File: src/rtl/riscv_pkg.sv
// Shared RV32 constants and fetch-stage types, so fetch and decode draw on one source.
package riscv_pkg;
    localparam int ILEN = 32;
    localparam int XLEN = 32;

    localparam logic [XLEN-1:0] RESET_PC_DEFAULT = 32'h0000_0000;

    localparam logic [6:0] OPC_R     = 7'b0110011;
    localparam logic [6:0] OPC_I     = 7'b0010011;
    localparam logic [6:0] OPC_S     = 7'b0100011;
    localparam logic [6:0] OPC_B     = 7'b1100011;
    localparam logic [6:0] OPC_LUI   = 7'b0110111;
    localparam logic [6:0] OPC_AUIPC = 7'b0010111;
    localparam logic [6:0] OPC_JAL   = 7'b1101111;

    typedef enum logic [1:0] {
        BOOT,
        RUN,
        HALT
    } fetch_state_t;

    function automatic logic is_word_aligned(input logic [1:0] addr_lsb);
        return addr_lsb == 2'b00;
    endfunction
endpackage

File: src/rtl/instruction_fetch_unit_if.sv
// Fetch-unit bus: instruction-memory req/gnt/rvalid channel, redirect input and decoder handshake.
interface instruction_fetch_unit_if;
    import riscv_pkg::*;

    logic            imem_req;
    logic [XLEN-1:0] imem_addr;
    logic            imem_gnt;
    logic            imem_rvalid;
    logic [ILEN-1:0] imem_rdata;
    logic            redirect_valid;
    logic [XLEN-1:0] redirect_pc;
    logic            instr_valid;
    logic [ILEN-1:0] instr;
    logic [XLEN-1:0] instr_pc;
    logic            instr_ready;
    logic            fetch_fault;

    modport master (
        output imem_req, imem_addr, instr_valid, instr, instr_pc, fetch_fault,
        input  imem_gnt, imem_rvalid, imem_rdata, redirect_valid, redirect_pc, instr_ready
    );

    modport slave (
        input  imem_req, imem_addr, instr_valid, instr, instr_pc, fetch_fault,
        output imem_gnt, imem_rvalid, imem_rdata, redirect_valid, redirect_pc, instr_ready
    );
endinterface

File: src/rtl/fetch_fifo.sv
// Small synchronous FIFO with flush; head is read combinationally from the storage array.
module fetch_fifo #(
    parameter int WIDTH = 32,
    parameter int DEPTH = 2
) (
    input  logic                   clk,
    input  logic                   rst,
    input  logic                   flush,
    input  logic                   push,
    input  logic [WIDTH-1:0]       wdata,
    input  logic                   pop,
    output logic [WIDTH-1:0]       rdata,
    output logic [$clog2(DEPTH):0] count,
    output logic                   full,
    output logic                   empty
);
    localparam int AW = $clog2(DEPTH);

    logic [WIDTH-1:0] mem [DEPTH];
    logic [AW-1:0]    wr_ptr_reg;
    logic [AW-1:0]    rd_ptr_reg;
    logic [AW:0]      count_reg;
    logic             do_push;
    logic             do_pop;

    assign empty   = (count_reg == '0);
    assign full    = (count_reg == (AW+1)'(DEPTH));
    assign do_pop  = pop && !empty;
    // A full FIFO still accepts a push when the head leaves in the same cycle.
    assign do_push = push && (!full || do_pop);
    assign count   = count_reg;
    assign rdata   = mem[rd_ptr_reg];

    always_ff @(posedge clk or posedge rst) begin
        if (rst) begin
            wr_ptr_reg <= '0;
            rd_ptr_reg <= '0;
            count_reg  <= '0;
        end else if (flush) begin
            wr_ptr_reg <= '0;
            rd_ptr_reg <= '0;
            count_reg  <= '0;
        end else begin
            if (do_push) wr_ptr_reg <= wr_ptr_reg + AW'(1);
            if (do_pop)  rd_ptr_reg <= rd_ptr_reg + AW'(1);
            count_reg <= count_reg + (AW+1)'(do_push) - (AW+1)'(do_pop);
        end
    end

    always_ff @(posedge clk) begin
        if (do_push && !flush) mem[wr_ptr_reg] <= wdata;
    end
endmodule

File: src/rtl/instruction_fetch_unit.sv
// In-order instruction fetch: PC, credit-limited memory requests, response buffer, redirect/kill.
module instruction_fetch_unit
    import riscv_pkg::*;
#(
    parameter logic [XLEN-1:0] RESET_PC   = RESET_PC_DEFAULT,
    parameter int              FIFO_DEPTH = 2
) (
    input logic                      clk,
    input logic                      rst,
    instruction_fetch_unit_if.master bus
);
    localparam int              CW      = $clog2(FIFO_DEPTH) + 1;
    localparam logic [CW:0]     CREDITS = (CW+1)'(FIFO_DEPTH);
    localparam logic [CW-1:0]   ONE     = CW'(1);

    fetch_state_t    state_reg, state_next;
    logic [XLEN-1:0] fetch_pc_reg, fetch_pc_next;
    logic [CW-1:0]   outstanding_reg, outstanding_next;
    logic [CW-1:0]   kill_reg, kill_next;

    logic [CW:0]          in_flight;
    logic                 req, grant, resp, resp_live, flush;
    logic                 ifb_push, ifb_pop, pcq_pop;
    logic [CW-1:0]        ifb_count, pcq_count;
    logic                 ifb_full, ifb_empty, pcq_full, pcq_empty;
    logic [XLEN-1:0]      pcq_head;
    logic [XLEN+ILEN-1:0] ifb_head;
    logic                 unused_status;

    always_ff @(posedge clk or posedge rst) begin
        if (rst) begin
            state_reg       <= BOOT;
            fetch_pc_reg    <= RESET_PC;
            outstanding_reg <= '0;
            kill_reg        <= '0;
        end else begin
            state_reg       <= state_next;
            fetch_pc_reg    <= fetch_pc_next;
            outstanding_reg <= outstanding_next;
            kill_reg        <= kill_next;
        end
    end

    always_comb begin
        state_next       = state_reg;
        fetch_pc_next    = fetch_pc_reg;
        outstanding_next = outstanding_reg;
        kill_next        = kill_reg;
        flush            = 1'b0;

        // Buffered words count against the credit so every response has a slot waiting.
        in_flight = {1'b0, outstanding_reg} + {1'b0, ifb_count};
        req       = (state_reg == RUN) && !bus.redirect_valid && (in_flight < CREDITS);
        grant     = req && bus.imem_gnt;
        resp      = bus.imem_rvalid && (outstanding_reg != '0);
        resp_live = resp && (kill_reg == '0);
        ifb_push  = resp_live && (state_reg == RUN) && !bus.redirect_valid;
        pcq_pop   = resp_live && !pcq_empty;

        if (resp)  outstanding_next = outstanding_next - ONE;
        if (grant) outstanding_next = outstanding_next + ONE;
        if (resp && (kill_reg != '0)) kill_next = kill_reg - ONE;
        if (grant) fetch_pc_next = fetch_pc_reg + XLEN'(4);
        if (state_reg == BOOT) state_next = RUN;

        // Every request still in flight after this cycle belongs to the old path.
        if (bus.redirect_valid && (state_reg != HALT)) begin
            flush         = 1'b1;
            kill_next     = outstanding_reg - (resp ? ONE : '0);
            fetch_pc_next = bus.redirect_pc;
            state_next    = is_word_aligned(bus.redirect_pc[1:0]) ? RUN : HALT;
        end
    end

    assign ifb_pop = !ifb_empty && bus.instr_ready;

    fetch_fifo #(.WIDTH(XLEN), .DEPTH(FIFO_DEPTH)) u_pc_queue (
        .clk   (clk),
        .rst   (rst),
        .flush (flush),
        .push  (grant && !pcq_full),
        .wdata (fetch_pc_reg),
        .pop   (pcq_pop),
        .rdata (pcq_head),
        .count (pcq_count),
        .full  (pcq_full),
        .empty (pcq_empty)
    );

    fetch_fifo #(.WIDTH(XLEN + ILEN), .DEPTH(FIFO_DEPTH)) u_instr_buf (
        .clk   (clk),
        .rst   (rst),
        .flush (flush),
        .push  (ifb_push),
        .wdata ({pcq_head, bus.imem_rdata}),
        .pop   (ifb_pop),
        .rdata (ifb_head),
        .count (ifb_count),
        .full  (ifb_full),
        .empty (ifb_empty)
    );

    assign unused_status   = ^{pcq_count, ifb_full};

    assign bus.imem_req    = req;
    assign bus.imem_addr   = fetch_pc_reg;
    assign bus.instr_valid = !ifb_empty;
    assign bus.instr       = ifb_head[ILEN-1:0];
    assign bus.instr_pc    = ifb_head[XLEN+ILEN-1:ILEN];
    assign bus.fetch_fault = (state_reg == HALT);
endmodule

File: src/flat_wrapper.sv
// flat-port wrapper written by rule: the top's interface ports become plain ports
module instruction_fetch_unit_flat import riscv_pkg::*;
#(
    parameter logic [XLEN-1:0] RESET_PC   = RESET_PC_DEFAULT,
    parameter int              FIFO_DEPTH = 2
)
  (clk, rst, bus_imem_req, bus_imem_addr, bus_instr_valid, bus_instr, bus_instr_pc, bus_fetch_fault, bus_imem_gnt, bus_imem_rvalid, bus_imem_rdata, bus_redirect_valid, bus_redirect_pc, bus_instr_ready);
  instruction_fetch_unit_if bus_i ();
  input logic clk;
  input logic rst;
  output wire logic [$bits(bus_i.imem_req)-1:0] bus_imem_req;
  output wire logic [$bits(bus_i.imem_addr)-1:0] bus_imem_addr;
  output wire logic [$bits(bus_i.instr_valid)-1:0] bus_instr_valid;
  output wire logic [$bits(bus_i.instr)-1:0] bus_instr;
  output wire logic [$bits(bus_i.instr_pc)-1:0] bus_instr_pc;
  output wire logic [$bits(bus_i.fetch_fault)-1:0] bus_fetch_fault;
  input wire logic [$bits(bus_i.imem_gnt)-1:0] bus_imem_gnt;
  input wire logic [$bits(bus_i.imem_rvalid)-1:0] bus_imem_rvalid;
  input wire logic [$bits(bus_i.imem_rdata)-1:0] bus_imem_rdata;
  input wire logic [$bits(bus_i.redirect_valid)-1:0] bus_redirect_valid;
  input wire logic [$bits(bus_i.redirect_pc)-1:0] bus_redirect_pc;
  input wire logic [$bits(bus_i.instr_ready)-1:0] bus_instr_ready;
  assign bus_imem_req = bus_i.imem_req;
  assign bus_imem_addr = bus_i.imem_addr;
  assign bus_instr_valid = bus_i.instr_valid;
  assign bus_instr = bus_i.instr;
  assign bus_instr_pc = bus_i.instr_pc;
  assign bus_fetch_fault = bus_i.fetch_fault;
  assign bus_i.imem_gnt = bus_imem_gnt;
  assign bus_i.imem_rvalid = bus_imem_rvalid;
  assign bus_i.imem_rdata = bus_imem_rdata;
  assign bus_i.redirect_valid = bus_redirect_valid;
  assign bus_i.redirect_pc = bus_redirect_pc;
  assign bus_i.instr_ready = bus_instr_ready;
  instruction_fetch_unit #(.RESET_PC(RESET_PC), .FIFO_DEPTH(FIFO_DEPTH)) u_core (.clk(clk), .rst(rst), .bus(bus_i));
endmodule
File: config.mk
export PLATFORM = sky130hd
export DESIGN_NAME = instruction_fetch_unit_flat
export DESIGN_NICKNAME = d
export VERILOG_FILES = /design/src/rtl/riscv_pkg.sv /design/src/rtl/instruction_fetch_unit_if.sv /design/src/rtl/fetch_fifo.sv /design/src/rtl/instruction_fetch_unit.sv /design/src/flat_wrapper.sv
export SDC_FILE = /design/constraint.sdc
export NUM_CORES = 1
export LEC_CHECK = 0
export ABC_AREA = 1
export BUFFER_PORTS_ARGS = -buffer_cell sky130_fd_sc_hd__buf_2
export CORE_MARGIN = 1.5
export CORE_UTILIZATION = 37
export DETAILED_ROUTE_END_ITERATION = 8
export GPL_TIMING_DRIVEN = 0
export HOLD_SLACK_MARGIN = 0.03
export PLACE_DENSITY_LB_ADDON = 0.08
export SLEW_MARGIN = 20
export SYNTH_ARGS = -nofsm -noshare
export SYNTH_HDL_FRONTEND = slang
export SYNTH_SLANG_ARGS = --single-unit
File: constraint.sdc
create_clock -name clk -period 11 [get_ports clk]
set_input_delay 0.55 -clock clk [delete_from_list [all_inputs] [get_ports clk]]
set_output_delay 0.55 -clock clk [all_outputs]
set_load 0.05 [all_outputs]
==> results of run 1 <==
-- how the worst max path moves through the flow --
stage,cells after the start,end,slack [ns]
CTS,6,bus_instr[21],7.91
global route,6,bus_instr[16],7.77
floorplan,5,u_core.u_instr_buf.mem[0][0],6.78
finish,6,bus_instr[21],8.00
global placement,5,u_core.u_instr_buf.mem[0][59],4.49
detailed placement,7,u_core.u_instr_buf.mem[1][18],8.04
-- cell usage in the layout, fill, tap and decap left out, types with 5 or more instances in the layout --
cell type,Yosys,final
sky130_fd_sc_hd__nand2_1,354,354
sky130_fd_sc_hd__edfxtp_1,192,192
sky130_fd_sc_hd__buf_2,6,174
sky130_fd_sc_hd__nor2_1,81,77
sky130_fd_sc_hd__inv_1,52,51
sky130_fd_sc_hd__dfrtp_1,46,46
sky130_fd_sc_hd__nand3_1,41,41
sky130_fd_sc_hd__mux2_2,32,32
sky130_fd_sc_hd__clkbuf_16,0,27
sky130_fd_sc_hd__clkbuf_1,14,21
sky130_fd_sc_hd__o21ai_0,14,14
sky130_fd_sc_hd__a21oi_1,13,13
sky130_fd_sc_hd__nor2_4,7,11
sky130_fd_sc_hd__ha_1,9,9
sky130_fd_sc_hd__clkinv_2,0,9
sky130_fd_sc_hd__buf_12,0,7
sky130_fd_sc_hd__nand2_4,6,6
sky130_fd_sc_hd__buf_6,6,6
sky130_fd_sc_hd__xor2_1,6,6
sky130_fd_sc_hd__nor2_2,5,5
-- per-layer routing --
metal  up-vias  global-route usage, %  share of wire, %
li1       3506                      -                 -
met1      3254                   23.6                48
met2       186                   27.2                46
met3        26                   2.22               5.1
met4         0                   4.04               1.3
met5         -                      0                 0
-- area by class of cell --
class	count	area [um^2]
Fill cell	2579	14500
Inverter	56	213
Sequential cell	238	6920
Buffer	32	188
Tap cell	372	465
Timing Repair Buffer	177	1020
Clock buffer	37	743
Clock inverter	11	60.1
Multi-Input combinational cell	605	3000
-- per-stage QoR --
stage / utilization (%) / worst slack (ns) / total power [W] / hold WS (ns) / cells
final: 46.5 / 8.00 / 0.00184 / 0.220 / 1528
after detailed placement: 43.5 / 8.04 / 0.00106 / 0.505 / 1479
after global routing: 46.5 / 7.77 / 0.00192 / 0.195 / 1528
after CTS: 46.5 / 7.91 / 0.00187 / 0.192 / 1528
after global placement: 42.8 / 4.49 / 0.00106 / 0.482 / 1471
after floorplan: - / 6.78 / 0.00103 / 0.469 / 931
-- cell usage after synthesis (4+ instances only) --
cell	n
sky130_fd_sc_hd__nand2_2	4
sky130_fd_sc_hd__inv_1	52
sky130_fd_sc_hd__clkbuf_1	14
sky130_fd_sc_hd__buf_6	6
sky130_fd_sc_hd__nor2_1	81
sky130_fd_sc_hd__ha_1	9
sky130_fd_sc_hd__nor2_4	7
sky130_fd_sc_hd__xor2_1	6
sky130_fd_sc_hd__mux2_2	32
sky130_fd_sc_hd__nand3_1	41
sky130_fd_sc_hd__o21ai_0	14
sky130_fd_sc_hd__edfxtp_1	192
sky130_fd_sc_hd__buf_2	6
sky130_fd_sc_hd__nand2_1	354
sky130_fd_sc_hd__dfrtp_1	46
sky130_fd_sc_hd__or2_2	4
sky130_fd_sc_hd__o21ai_1	4
sky130_fd_sc_hd__nand2_4	6
sky130_fd_sc_hd__a21oi_1	13
sky130_fd_sc_hd__nor2_2	5
sky130_fd_sc_hd__buf_4	4
-- kinds of logic (layout without fill, tap and decap cells) --
kind of cell    count (synthesis)  in the layout  share of synthesized area, %
compound gates                 41             41                          2.23
xor+xnor                        8              8                         0.681
fa+ha+maj                      10             10                          1.29
buf+inv                        88            313                          3.89
flops                         238            238                          67.3
mux                            34             34                          3.70
simple gates                  512            512                          21.0
-- where the power goes --
part / switching, W / total (W) / internal, W
Combinational: 0.0000348 / 0.0000615 / 0.0000267
Sequential: 0.00000436 / 0.000978 / 0.000973
Clock: 0.000331 / 0.000801 / 0.000469
==> results.sh, run 1 <==
export IMPL_run_status="completed"
export IMPL_timing_critical_path_required_ns=10.45
export IMPL_ys_ff_latch=238
export IMPL_worstReg2RegStart="u_core.outstanding_reg[1]"
export IMPL_routed_via_density=4.56
export IMPL_detail_route_first_pass_iterations=5
export IMPL_synth_top_cells_by_area="sky130_fd_sc_hd__edfxtp_1 56%, sky130_fd_sc_hd__nand2_1 13%, sky130_fd_sc_hd__dfrtp_1 11%, sky130_fd_sc_hd__mux2_2 3.5%, sky130_fd_sc_hd__nor2_1 3.0%"
export IMPL_register_with_the_most_flip_flops="u_core.u_instr_buf.mem"
export IMPL_postCtsSetupRepairBufs=0
export IMPL_synthCells=931
export IMPL_crit_reg2reg_capture="u_core.u_instr_buf.mem[1][5]"
export IMPL_holdBufCountCts=1
export IMPL_max_slew_margin_rel_pct=56.0
export IMPL_peakVddDrop_mv=0.102
export IMPL_placedInstanceArea_mm2=0.0118
export IMPL_finalInstanceArea_mm2=0.0126
export IMPL_finalNetCount=1216
export IMPL_cts_root_buffer_cell="sky130_fd_sc_hd__clkbuf_16"
export IMPL_num_vias=6972
export IMPL_clk_transition_reported_paths_ns=0.06
export IMPL_dr_first_iter_drc_count=294
export IMPL_report_final_hold_viol_count=0
export IMPL_global_route_wire_length_before_repair_um=36800
export IMPL_grt_start_max_net_pins=32
export IMPL_setup_viol=0
export IMPL_cp_max_fo=10
export IMPL_remaining_drc_errors=0
export IMPL_max_clock_freq_mhz=333
export IMPL_syn_mean_instance_area_um2=11.0
export IMPL_timing_clock_skew_ns=0.00914
export IMPL_critical_path_endpoint_type="primary output"
export IMPL_totalWireLength_um=23900
export IMPL_rsz0062_at_grt="false"
export IMPL_setup_worst_path_class="reg2out"
export IMPL_route_detailed_wl_per_inst_um=15.6
export IMPL_cts_root_to_sink_buffers=3
export IMPL_finalCritPeriodShare_pct=27.3
export IMPL_reg2reg_setup_slack_ns=8.11
export IMPL_hold_path_end="u_core.u_instr_buf.mem[0][14]"
export IMPL_floorplan_core_area_mm2=0.0271
export IMPL_largest_register_ff_count=128
export IMPL_cts_num_sinks=238
export IMPL_min_path_cells=1
export IMPL_route_antenna_remaining_nets=0
export IMPL_timing_hold_worst_start="bus_imem_rdata[14]"
export IMPL_leakage_nw=5.72
export IMPL_async_reset_ff_share_pct=19.3
export IMPL_synth_top_area_share_pct=56.1
export IMPL_die_footprint_mm2=0.0288
export IMPL_synth_sequential_area_ratio_pct=67.3
export IMPL_family_with_the_most_delay_on_the_worst_path="buffers and inverters"
export IMPL_hpwl_um=16900
export IMPL_min_delay_path_class="in2reg"
export IMPL_gpl_final_weighted_congestion=0.867
export IMPL_antenna_cells_inserted=0
export IMPL_netlist_cell_type_count=40
export IMPL_timing_final_max_slew_violations=0
export IMPL_postSynth_topFlopCell="sky130_fd_sc_hd__edfxtp_1"
export IMPL_origin_of_the_worst_setup_path="u_core.u_instr_buf.rd_ptr_reg"
export IMPL_syn2layout_area_growth_pct=22.5
export IMPL_critPathArrivalTime_ns=2.45
export IMPL_tritoncts="done"
export IMPL_timing_critical_path_buf_inv=4
export IMPL_pin_count=169
export IMPL_setup_total_negative_slack_ns=0
export IMPL_cp_start_kind="register"
export IMPL_globalRouteTotalUtil_pct=16.7
export IMPL_post_cts_resized_instances=0
export IMPL_cellPowerDensity_mw_per_mm2=146
export IMPL_htree_num_levels=1
export IMPL_worst_path_largest_cell_delay_ns=0.52
export IMPL_synthDominantAreaCellType="sky130_fd_sc_hd__edfxtp_1"
export IMPL_die_h_um=170
export IMPL_ys_warn_count=0
export IMPL_worst_r2r_cell_count=7
export IMPL_timing_final_crit_period_ns=3.00
export IMPL_die_w_um=170
export IMPL_critPathSlowestCell="sky130_fd_sc_hd__clkbuf_1"
export IMPL_antenna_found_initial=0
export IMPL_critical_path_cell_list="inv_1 -> clkbuf_1 -> clkbuf_1 -> nand2_1 -> nand2_1 -> buf_2"
export IMPL_buffers_on_ports=168
export IMPL_initial_standard_cell_utilization_of_the_core_pct=37.9
export IMPL_cap_viol_max_count=0
export IMPL_tritoncts_num_buffers=26
export IMPL_grt_overflow_total=0
export IMPL_syn_cell_area_mm2=0.0103
export IMPL_worst_slew_pin_transition_ns=0.660
export IMPL_rows=60
export IMPL_first_global_vias=6785
export IMPL_synthesis_nets=1011
export IMPL_synth_edf_count=192
export IMPL_clkLatencyLatePin_ns=0.52
export IMPL_post_route_cells_drive_above_1_share_pct=26.2
No activity file was read; power rests on OpenSTA's default activity.
==> run 2: changes to the inputs <==
--- a/config.mk
+++ b/config.mk
@@ -5,7 +5,7 @@
 export SDC_FILE = /design/constraint.sdc
 export NUM_CORES = 1
 export LEC_CHECK = 0
-export ABC_AREA = 1
+export ABC_AREA = 0
 export BUFFER_PORTS_ARGS = -buffer_cell sky130_fd_sc_hd__buf_2
 export CORE_MARGIN = 1.5
 export CORE_UTILIZATION = 37
==> constraint.sdc (replaced) <==
create_clock -name clk -period 2.9 [get_ports clk]
set_input_delay 0.145 -clock clk [delete_from_list [all_inputs] [get_ports clk]]
set_output_delay 0.145 -clock clk [all_outputs]
set_load 0.05 [all_outputs]
==> run 2 against run 1 <==
- via count down 16%
- total power rose to 6.3 times the previous value
- die area down 6.9%
- critical endpoint is now u_core.u_pc_queue.count[1]
- largest cell class unchanged
- largest power group unchanged
==> results.sh, run 2 <==
export IMPL_run_status="completed"
export IMPL_gpl_final_weighted_congestion=0.777
export IMPL_cts_root_to_sink_buffers=3
export IMPL_post_place_cells=1093
export IMPL_cts_root_buffer_cell="sky130_fd_sc_hd__clkbuf_16"
export IMPL_setup_worst_path_class="reg2reg"
export IMPL_clkLatencyLatePin_ns=0.52
export IMPL_antenna_found_initial=0
export IMPL_synth_top_family_by_area="multiplexers"
export IMPL_clk_transition_reported_paths_ns=0.06
export IMPL_die_footprint_mm2=0.0268
export IMPL_critPathArrivalTime_ns=3.23
export IMPL_finalCritPeriodShare_pct=98.1
export IMPL_cap_viol_max_count=0
export IMPL_remaining_drc_errors=0
export IMPL_critical_path_endpoint_type="register"
export IMPL_leakage_nw=4.73
export IMPL_share_of_the_synthesized_area_in_compound_gates_ao_oa_aoi_oai_pct=2.33
export IMPL_detail_route_first_pass_iterations=4
export IMPL_syn_cell_area_mm2=0.00956
export IMPL_hpwl_um=14600
export IMPL_most_common_library_cell_in_the_layout_ignoring_fill_and_taps="sky130_fd_sc_hd__edfxtp_1"
export IMPL_buffers_on_ports=168
export IMPL_timing_clock_skew_ns=0.0221
export IMPL_grt_start_max_net_pins=40
export IMPL_synth_sequential_area_ratio_pct=72.3
export IMPL_route_detailed_wl_per_inst_um=17.9
export IMPL_post_synth_and_or_nand_nor_area_fraction_pct=7.76
export IMPL_num_fill_cells=2178
export IMPL_layoutNonFillerInstCount=1223
export IMPL_floorplan_core_area_mm2=0.0253
export IMPL_peakVddDrop_mv=0.525
export IMPL_ys_warn_count=0
export IMPL_globalRouteTotalUtil_pct=16.2
export IMPL_cp_max_fo=4
export IMPL_detailedPlace_worstSlack_ns=-0.483
export IMPL_synth_edf_count=192
export IMPL_syn2layout_area_growth_pct=32.7
export IMPL_postSynth_topFlopCell="sky130_fd_sc_hd__edfxtp_1"
export IMPL_async_reset_ff_share_pct=19.3
export IMPL_max_slew_margin_rel_pct=54.0
export IMPL_tritoncts_num_buffers=26
export IMPL_min_delay_path_class="in2reg"
export IMPL_timing_final_crit_period_ns=2.85
export IMPL_antenna_cells_inserted=0
export IMPL_post_route_cells_drive_above_1_share_pct=38.7
export IMPL_cellPowerDensity_mw_per_mm2=915
export IMPL_grt_overflow_total=0
export IMPL_synth_top_area_share_pct=60.3
export IMPL_die_h_um=164
export IMPL_synth_commonest_cells="192 x sky130_fd_sc_hd__edfxtp_1, 96 x sky130_fd_sc_hd__mux2_2, 47 x sky130_fd_sc_hd__nand2_1"
export IMPL_htree_num_levels=1
export IMPL_largest_register_ff_count=128
export IMPL_routed_via_density=4.77
export IMPL_hold_worst_slack_ns=0.127
export IMPL_num_vias=5839
export IMPL_rsz0062_at_grt="true"
export IMPL_synthDominantAreaCellType="sky130_fd_sc_hd__edfxtp_1"
export IMPL_route_antenna_remaining_nets=0
export IMPL_finalNetCount=953
export IMPL_pin_count=169
export IMPL_postLayoutSetupSlackWorst_ns=0.0546
export IMPL_mux_cell_area_share_after_synthesis_pct=11.4
export IMPL_synthCells=590
export IMPL_cts_num_sinks=238
export IMPL_setup_total_negative_slack_ns=0
export IMPL_synth_top_cells_by_area="sky130_fd_sc_hd__edfxtp_1 60%, sky130_fd_sc_hd__dfrtp_1 12%, sky130_fd_sc_hd__mux2_2 11%, sky130_fd_sc_hd__xor2_1 2.1%, sky130_fd_sc_hd__nand2_1 1.8%"
export IMPL_rows=58
export IMPL_yosys_area_share_xor_xnor_pct=3.30
export IMPL_max_clock_freq_mhz=351
export IMPL_die_w_um=164
export IMPL_first_global_vias=5973
export IMPL_timing_final_max_slew_violations=0
export IMPL_yosys_area_share_adder_pct=1.39
export IMPL_totalWireLength_um=21800
export IMPL_timing_critical_path_required_ns=3.29
export IMPL_register_with_the_most_flip_flops="u_core.u_instr_buf.mem"
export IMPL_netlist_cell_type_count=40
export IMPL_ys_ff_latch=238
export IMPL_setup_viol=0
export IMPL_layout_cells_most_common_list="192 x sky130_fd_sc_hd__edfxtp_1, 167 x sky130_fd_sc_hd__buf_2, 96 x sky130_fd_sc_hd__mux2_2"
export IMPL_cp_start_kind="register"
export IMPL_worst_slew_pin_transition_ns=0.687
export IMPL_dr_first_iter_drc_count=285
export IMPL_report_final_hold_viol_count=0
export IMPL_tritoncts="done"
export IMPL_yosysMostFrequentCell="sky130_fd_sc_hd__edfxtp_1"
export IMPL_syn_mean_instance_area_um2=16.2
export IMPL_initial_standard_cell_utilization_of_the_core_pct=37.9
export IMPL_global_route_wire_length_before_repair_um=32900
export IMPL_synthesis_nets=670
==> run 2: critical path, cell delays in order, from the launching register on <==
cell and delay (ns):
sky130_fd_sc_hd__dfrtp_1 0.39, sky130_fd_sc_hd__and2_4 0.16, sky130_fd_sc_hd__fa_1 0.44, sky130_fd_sc_hd__or4b_4 0.54
sky130_fd_sc_hd__nor2_8 0.14, sky130_fd_sc_hd__buf_8 0.11, sky130_fd_sc_hd__o21ai_4 0.08, sky130_fd_sc_hd__ha_4 0.27
sky130_fd_sc_hd__inv_1 0.04, sky130_fd_sc_hd__ha_2 0.19, sky130_fd_sc_hd__xnor2_2 0.15, sky130_fd_sc_hd__xnor2_1 0.14
sky130_fd_sc_hd__nor2_1 0.06
==> run 2: per-stage QoR <==
stage,instance area [um^2],total power [W],util (%)
finish,12700,0.0116,50.2
global route,12700,0.0121,50.2
CTS,12600,0.0117,50.1
detailed placement,11000,0.00848,43.4
global placement,10800,0.00841,43.0
floorplan,9590,0.00744,-
==> run 2: power breakdown <==
group	switching, W	internal (W)	total [W]
sequential	0.000552	0.00414	0.00470
combinational	0.00263	0.00117	0.00379
clock	0.00124	0.00188	0.00312
==> run 2: logic make-up (layout without fill, tap and decap cells) <==
logic type,count (synthesis),in the layout
mux,97,97
simple gates,133,135
flops,238,238
compound gates,41,41
xor+xnor,36,36
fa+ha+maj,10,10
buf+inv,35,336
==> run 2: path summary, 6_finish.rpt <==
| path | from | to | slack, ns | depth (start not counted) |
|---|---|---|---|---|
| max | u_core.outstanding_reg[0] | u_core.u_pc_queue.count[1] | 0.05 | 12 |
| min | bus_imem_rvalid | u_core.outstanding_reg[1] | 0.13 | 4 |
| max reg2reg | u_core.outstanding_reg[0] | u_core.u_pc_queue.count[1] | 0.05 | 12 |
| min reg2reg | u_core.bus.imem_addr[31] | u_core.u_pc_queue.mem[0][31] | 0.53 | 0 |
| max in group asynchronous | rst | u_core.bus.imem_addr[6] | 2.20 | 4 |
| min in group asynchronous | rst | u_core.bus.imem_addr[29] | 0.18 | 3 |
==> run 2: metal layers <==
| metal | global-route usage, % | share of wire [%] | vias to the layer above |
|---|---|---|---|
| li1 | - | - | 2781 |
| met1 | 20.4 | 43 | 2855 |
| met2 | 28.0 | 50 | 164 |
| met3 | 2.65 | 4.5 | 39 |
| met4 | 5.95 | 2.8 | 0 |
| met5 | 0 | 0 | - |
==> run 2: layout make-up <==
cell class	instances	area (um^2)	area share (%)
plain buffers	19	82.6	0.651
clock buffers	41	798	6.29
clock inverters	7	33.8	0.266
inverters	14	52.6	0.414
multi-input cells	319	2590	20.4
flip-flops and latches	238	6920	54.5
well taps	330	413	3.26
repair buffers	255	1790	14.1
==> run 2: what timing repair did <==
item | in CTS | in global routing
endpoints found under the setup margin | 86 | 62
setup buffers | 13 | 3
pin swaps | 11 | 8
hold buffers | 66 | 0
resized for setup | 7 | 3
endpoints found under the hold margin | 144 | 0
gates cloned | 2 | 0
